File: src/rtl/video_pkg.sv
// Shared types and helpers for the video line tracker.
package video_pkg;

  localparam int X_W_DEF = 12;
  localparam int Y_W_DEF = 12;

  // Frame-tracking states: IDLE discards a partial frame after reset,
  // SYNC waits for the start of vs, ACTIVE counts lines.
  typedef enum logic [1:0] {
    IDLE   = 2'd0,
    SYNC   = 2'd1,
    ACTIVE = 2'd2
  } state_t;

  // Increment that sticks at the all-ones value of a w-bit field (w <= 32).
  function automatic logic [31:0] sat_inc(input logic [31:0] v, input int w);
    logic [31:0] max;
    max = (w >= 32) ? 32'hFFFF_FFFF : ((32'd1 << w) - 32'd1);
    return (v >= max) ? max : v + 32'd1;
  endfunction

endpackage

File: src/rtl/sync_edge_det.sv
// Polarity-normalises one sync input and flags entry/exit of its active level.
module sync_edge_det #(
  parameter logic POL = 1'b1
) (
  input  logic clk,
  input  logic reset,
  input  logic din,
  output logic act,
  output logic rise,
  output logic fall
);

  logic q;

  assign act = (din == POL);

  // One-cycle history of the active level for edge detection.
  always_ff @(posedge clk) begin
    if (!reset) q <= 1'b0;
    else        q <= act;
  end

  assign rise = act & ~q;
  assign fall = ~act & q;

endmodule

File: src/rtl/video_line_tracker.sv
// Line/pixel position tracker for the capture front end: band-wrapped line
// index, pixel index, band/frame counters and line/frame measurements.
module video_line_tracker
  import video_pkg::*;
#(
  parameter int   X_W        = X_W_DEF,
  parameter int   Y_W        = Y_W_DEF,
  parameter int   BAND_LINES = 45,
  parameter int   BAND_W     = 8,
  parameter int   FRM_W      = 16,
  parameter logic VS_POL     = 1'b1,
  parameter logic HS_POL     = 1'b1
) (
  input  logic              clk,
  input  logic              reset,
  input  logic              vs,
  input  logic              hs,
  input  logic              de,
  output logic [Y_W-1:0]    yaddr,
  output logic [X_W-1:0]    xaddr,
  output logic              h_add_flag,
  output logic              band_wrap,
  output logic [BAND_W-1:0] band_cnt,
  output logic [X_W-1:0]    line_len,
  output logic [Y_W-1:0]    frame_lines,
  output logic [FRM_W-1:0]  frame_cnt,
  output logic              locked
);

  localparam logic [2:0]     SYNC_POL = {1'b1, HS_POL, VS_POL};
  localparam logic [Y_W-1:0] BAND_Y   = Y_W'(BAND_LINES);

  // Lanes: 0 = vs, 1 = hs, 2 = de.
  logic [2:0] sync_in, sync_act, sync_rise, sync_fall;

  assign sync_in = {de, hs, vs};

  for (genvar i = 0; i < 3; i++) begin : g_det
    sync_edge_det #(.POL(SYNC_POL[i])) u_det (
      .clk  (clk),
      .reset(reset),
      .din  (sync_in[i]),
      .act  (sync_act[i]),
      .rise (sync_rise[i]),
      .fall (sync_fall[i])
    );
  end

  logic vs_a, vs_rise, vs_fall, hs_edge, de_a, de_rise, de_fall;

  assign vs_a    = sync_act[0];
  assign vs_rise = sync_rise[0];
  assign vs_fall = sync_fall[0];
  assign hs_edge = sync_rise[1];
  assign de_a    = sync_act[2];
  assign de_rise = sync_rise[2];
  assign de_fall = sync_fall[2];

  state_t         state_q, state_d;
  logic           frame_end;
  logic [Y_W-1:0] line_total, line_total_d, yaddr_d;
  logic           wrap_d;

  // FSM state register.
  always_ff @(posedge clk) begin
    if (!reset) state_q <= IDLE;
    else        state_q <= state_d;
  end

  // FSM next state; frame_end marks the vs release that closes a frame.
  always_comb begin
    state_d   = state_q;
    frame_end = 1'b0;
    unique case (state_q)
      IDLE:   if (!vs_a) state_d = SYNC;
      SYNC:   if (vs_rise) state_d = ACTIVE;
      ACTIVE: if (vs_fall) begin
        state_d   = SYNC;
        frame_end = 1'b1;
      end
      default: state_d = IDLE;
    endcase
  end

  // Next line index / line count; losing vs wins over a coincident hs edge.
  always_comb begin
    yaddr_d      = yaddr;
    line_total_d = line_total;
    wrap_d       = 1'b0;
    if (state_q != ACTIVE || !vs_a) begin
      yaddr_d      = '0;
      line_total_d = '0;
    end else if (hs_edge) begin
      line_total_d = Y_W'(sat_inc(32'(line_total), Y_W));
      if (BAND_LINES != 0 && yaddr == BAND_Y) begin
        yaddr_d = Y_W'(1);
        wrap_d  = 1'b1;
      end else begin
        yaddr_d = Y_W'(sat_inc(32'(yaddr), Y_W));
      end
    end
  end

  // Line index, line count and the pulses derived from their transitions.
  always_ff @(posedge clk) begin
    if (!reset) begin
      yaddr      <= '0;
      line_total <= '0;
      band_wrap  <= 1'b0;
      h_add_flag <= 1'b0;
    end else begin
      yaddr      <= yaddr_d;
      line_total <= line_total_d;
      band_wrap  <= wrap_d;
      // Zero -> non-zero can only land on 1, so this pulses with yaddr==1.
      h_add_flag <= (yaddr == '0) && (yaddr_d != '0);
    end
  end

  // Band counter: restarts with each frame, counts wraps, sticks at max.
  always_ff @(posedge clk) begin
    if (!reset)      band_cnt <= '0;
    else if (vs_rise) band_cnt <= '0;
    else if (wrap_d)  band_cnt <= BAND_W'(sat_inc(32'(band_cnt), BAND_W));
  end

  // Pixel index within the current de run; FSM-independent.
  always_ff @(posedge clk) begin
    if (!reset)       xaddr <= '0;
    else if (de_rise) xaddr <= X_W'(1);
    else if (de_a)    xaddr <= X_W'(sat_inc(32'(xaddr), X_W));
    else              xaddr <= '0;
  end

  // Line length captured at the end of each de run inside a frame.
  always_ff @(posedge clk) begin
    if (!reset)                          line_len <= '0;
    else if (de_fall && state_q == ACTIVE) line_len <= xaddr;
  end

  // Frame statistics latched when the frame closes.
  always_ff @(posedge clk) begin
    if (!reset) begin
      frame_lines <= '0;
      frame_cnt   <= '0;
      locked      <= 1'b0;
    end else if (frame_end) begin
      frame_lines <= line_total;
      frame_cnt   <= frame_cnt + FRM_W'(1);
      locked      <= 1'b1;
    end
  end

endmodule

File: config.mk
export PLATFORM = sky130hd
export DESIGN_NAME = video_line_tracker
export DESIGN_NICKNAME = d
export VERILOG_FILES = /design/src/rtl/video_pkg.sv /design/src/rtl/sync_edge_det.sv /design/src/rtl/video_line_tracker.sv
export SDC_FILE = /design/constraint.sdc
export NUM_CORES = 1
export LEC_CHECK = 0
export ABC_AREA = 1
export BUFFER_PORTS_ARGS = -buffer_cell sky130_fd_sc_hd__buf_2
export CORE_MARGIN = 2
export CORE_UTILIZATION = 30
export CTS_CLUSTER_DIAMETER = 50
export CTS_CLUSTER_SIZE = 16
export DETAILED_ROUTE_END_ITERATION = 10
export GPL_TIMING_DRIVEN = 1
export PLACE_DENSITY_LB_ADDON = 0.08
export SLEW_MARGIN = 20
export SYNTH_ARGS = -nofsm -noshare
export SYNTH_HDL_FRONTEND = slang
export SYNTH_SLANG_ARGS = --single-unit
File: constraint.sdc
create_clock -name clk -period 2.8 [get_ports clk]
set_input_delay 0.56 -clock clk [delete_from_list [all_inputs] [get_ports clk]]
set_output_delay 0.56 -clock clk [all_outputs]
set_load 0.02 [all_outputs]
==> out/metrics.json <==
{
  "run_status": {
    "outcome": "finished, final reports clean"
  },
  "pwr": {
    "power_frac_seq": 0.487,
    "p_leak_nw": 2.31,
    "power_per_cell_area_nw_per_um2": 524,
    "p_int_w": 0.00215,
    "power.ir.vdd_worst_mv": 0.303,
    "power.clock.fraction": 0.483,
    "p_switching_w": 0.000557,
    "swShare": 0.206,
    "combinational_share_of_power": 0.029
  },
  "critical_path": {
    "path_common_cell": "sky130_fd_sc_hd__nand2_1",
    "path_cells": "ha_1, inv_1, nor2_1, nand3_1, nand3_1, nand2_1, nand2_1, nand2_1, nand2_1, nor2_1, nand2_1, nor2_1, nor2_1",
    "reg2reg_from": "yaddr[0]$_SDFF_PN0_",
    "worstRegToRegCells": 13,
    "reg2reg_slack_ns": 0.74,
    "critical_path.n_buffers_inverters": 1,
    "critPathKind": "register to register",
    "worstSetupEndpointType": "register",
    "critical_path_required_ns": 3.08,
    "rr_endpoint": "h_add_flag$_SDFF_PN0_",
    "start_kind": "register",
    "crit_path_max_fanout": 11,
    "cp_data_arrival_time_ns": 2.34,
    "slowest_delay_ns": 0.43,
    "worst_path_max_delay_cell": "sky130_fd_sc_hd__dfxtp_1",
    "critPathTopFamily": "simple AND/OR/NAND/NOR gates"
  },
  "cts": {
    "cts_sinks": 92,
    "post_cts_buffers": 0,
    "post_cts_resize_count": 0,
    "clk_root_buffer_cell": "sky130_fd_sc_hd__clkbuf_16",
    "ctsHoldBuffers": 0,
    "cts_inserted_buffers": 9,
    "tritoncts_clock_tree": "done",
    "htree_num_levels": 3,
    "max-clock-path-buffers": 2,
    "clk_pin_slew_worst_paths_ns": 0.06,
    "clock_latency_reported_for_the_late_side_of_the_worst_skew_pair_ns": 0.35
  },
  "synth": {
    "synth_area_per_cell_sq_um": 7.18,
    "netlist_top_cells_area": "sky130_fd_sc_hd__dfxtp_1 43%, sky130_fd_sc_hd__nand2_1 9.6%, sky130_fd_sc_hd__nor2_1 8.4%",
    "syn-cell-area_sq_um": 4250,
    "syn_nets": 604,
    "postSynth.asyncResetShare": 0,
    "synth_edf_count": 0,
    "synth-seq-cells": 92,
    "yosysSeqAreaShare": 0.433,
    "ys_dominant_reg_cell": "sky130_fd_sc_hd__dfxtp_1",
    "synth-warning-count": 0,
    "post_synth_num_cell_types": 34,
    "netlist_top_cells_count": "109 x sky130_fd_sc_hd__nand2_1, 95 x sky130_fd_sc_hd__nor2_1, 92 x sky130_fd_sc_hd__dfxtp_1",
    "yosysMostFrequentCell": "sky130_fd_sc_hd__nand2_1",
    "yosys_top_cell_by_area": "sky130_fd_sc_hd__dfxtp_1",
    "synth_top_area_frac": 0.433,
    "synthesis.instances": 592
  },
  "global_route": {
    "total_congestion_overflow": 0,
    "track_usage": 0.155,
    "grt_max_degree": 21,
    "grt_pass1_vias": 3753,
    "number_of_antenna_violations_at_the_first_check_in_global_routing": 0,
    "grt_pass1_wl_um": 18400
  },
  "sta": {
    "final-hold-violation-count": 0,
    "setup_total_negative_slack_ns": 0,
    "final-setup-viol-count": 0,
    "finalClockSkew_ns": 0.00946,
    "hold-worst-slack_ns": 0.425,
    "clock.fmax_mhz": 486,
    "rsz0062_at_grt": "false",
    "max-slew-margin-rel": 0.558,
    "fin_crit_sh": 0.735,
    "max_slew.worst_pin.slew_ns": 0.658,
    "timing_max_transition_violations_final": 0,
    "min_period_ns": 2.06
  },
  "die": {
    "overall_die_width_um": 123,
    "core.rowCount": 43,
    "core-area_sq_um": 13900,
    "die_area_sq_um": 15100,
    "ioPinCount": 80,
    "floorplan.initialDensity": 0.306,
    "die_h_um": 123
  },
  "route": {
    "final_antenna_net_count": 0,
    "initialDrtViolationCount": 143,
    "num_vias": 3997,
    "wirelength_um": 11000,
    "route.detailed.drc": 0,
    "post_drt_wl_per_cell_um": 12.9,
    "detail_route.first_pass.iterations": 4,
    "vias_per_cell": 4.66
  },
  "place": {
    "dpl-instance-area_sq_um": 4860,
    "globalplace.congestion": 0.810,
    "placed_cells_incl_taps": 844,
    "total_half_perimeter_wirelength_after_legalization_and_detailed_placement_um": 8170,
    "port-buffer-count": 79
  },
  "cells_and_area": {
    "syn_to_final_growth_pct": 21.7,
    "antenna_diode_count": 0,
    "final_core_utilization": 0.373,
    "layout_cell_area_excl_fill_sq_um": 5170,
    "share_of_post_route_cells_with_drive_strength_above_1": 0.174,
    "final_cells": 857,
    "finalNetCount": 687
  },
  "min_path": {
    "hold_path_end": "g_det[1].u_det.q$_SDFF_PN0_",
    "worstHoldStart": "hs",
    "holdCritPathClass": "input pin to register",
    "min_delay_path_depth": 3
  },
  "job": {
    "drv_cap": 0
  }
}
[cells in the final DEF (no fill, tap or decap), types with 5 or more instances in the layout]
master	netlist	routed
sky130_fd_sc_hd__a21oi_1	47	47
sky130_fd_sc_hd__a31oi_1	7	7
sky130_fd_sc_hd__buf_2	2	79
sky130_fd_sc_hd__buf_4	1	6
sky130_fd_sc_hd__clkbuf_16	0	9
sky130_fd_sc_hd__dfxtp_1	92	92
sky130_fd_sc_hd__ha_1	7	7
sky130_fd_sc_hd__inv_1	65	65
sky130_fd_sc_hd__nand2_1	109	109
sky130_fd_sc_hd__nand2_2	5	5
sky130_fd_sc_hd__nand3_1	35	35
sky130_fd_sc_hd__nand4_1	6	6
sky130_fd_sc_hd__nor2_1	95	95
sky130_fd_sc_hd__nor3_1	17	17
sky130_fd_sc_hd__o21a_1	5	5
sky130_fd_sc_hd__o21ai_0	44	44
sky130_fd_sc_hd__xnor2_1	6	6
sky130_fd_sc_hd__xor2_1	8	8
[area by class of cell]
type	count	area, sq um
Timing Repair Buffer	85	440
Sequential cell	92	1840
Clock inverter	2	60.1
Tap cell	180	225
Inverter	70	263
Clock buffer	11	253
Fill cell	1520	8710
Multi-Input combinational cell	417	2090
[worst max-delay path by stage]
stage | end | cells past startpoint | slack [ns] | start
2_1_floorplan | xaddr[4]$_SDFF_PP0_ | 9 | 0.99 | xaddr[0]$_SDFF_PN0_
3_3_place_gp | band_cnt[4]$_SDFFE_PP0P_ | 9 | 0.67 | hs
3_5_place_dp | frame_cnt[14]$_SDFFE_PN0P_ | 8 | 0.61 | vs
4_1_cts | h_add_flag$_SDFF_PN0_ | 13 | 0.74 | yaddr[0]$_SDFF_PN0_
5_1_grt | xaddr[4]$_SDFF_PP0_ | 9 | 0.42 | xaddr[0]$_SDFF_PN0_
6_report | h_add_flag$_SDFF_PN0_ | 13 | 0.74 | yaddr[0]$_SDFF_PN0_
[registers in the layout (all words and copies together) (netlist names)]
register       flops
locked             1
g_det.u_det.q      3
yaddr             12
frame_cnt         16
line_total        12
h_add_flag         1
line_len          12
band_wrap          1
state_q            2
xaddr             12
band_cnt           8
frame_lines       12
[layer usage]
| metal | up-vias | part of all wire | GRT usage |
|---|---|---|---|
| met1 | 1812 | 0.48 | 0.206 |
| met5 | - | 0 | 0 |
| met3 | 9 | 0.058 | 0.0503 |
| met4 | 0 | 0.0094 | 0.0490 |
| li1 | 2095 | - | - |
| met2 | 81 | 0.45 | 0.240 |
[power by group through the flow]
stage / clock network, W / registers [W] / logic (W)
2_1_floorplan: 0 / 0.00135 / 0.0000443
3_3_place_gp: 0 / 0.00135 / 0.0000800
3_5_place_dp: 0 / 0.00135 / 0.0000802
4_1_cts: 0.00137 / 0.00132 / 0.0000804
5_1_grt: 0.00142 / 0.00132 / 0.0000901
6_report: 0.00131 / 0.00132 / 0.0000793
[stage by stage]
| step | setup WS [ns] | power (W) |
|---|---|---|
| after floorplan | 0.994 | 0.00140 |
| after global placement | 0.672 | 0.00143 |
| after detailed placement | 0.612 | 0.00143 |
| after CTS | 0.740 | 0.00277 |
| after global routing | 0.420 | 0.00283 |
| final | 0.743 | 0.00271 |
[kinds of logic after synthesis]
group	after synthesis	share of synthesized area
simple gates	285	0.302
compound gates	111	0.140
flops	92	0.433
buf+inv	83	0.0748
xor+xnor	14	0.0288
fa+ha+maj	7	0.0206
[worst min-delay path: cells and delay by family]
kind                   cells  cell delay (ns)
buffers and inverters      2             0.14
AND/OR/NAND/NOR            1             0.05
Power figures use the tool's default switching activity.
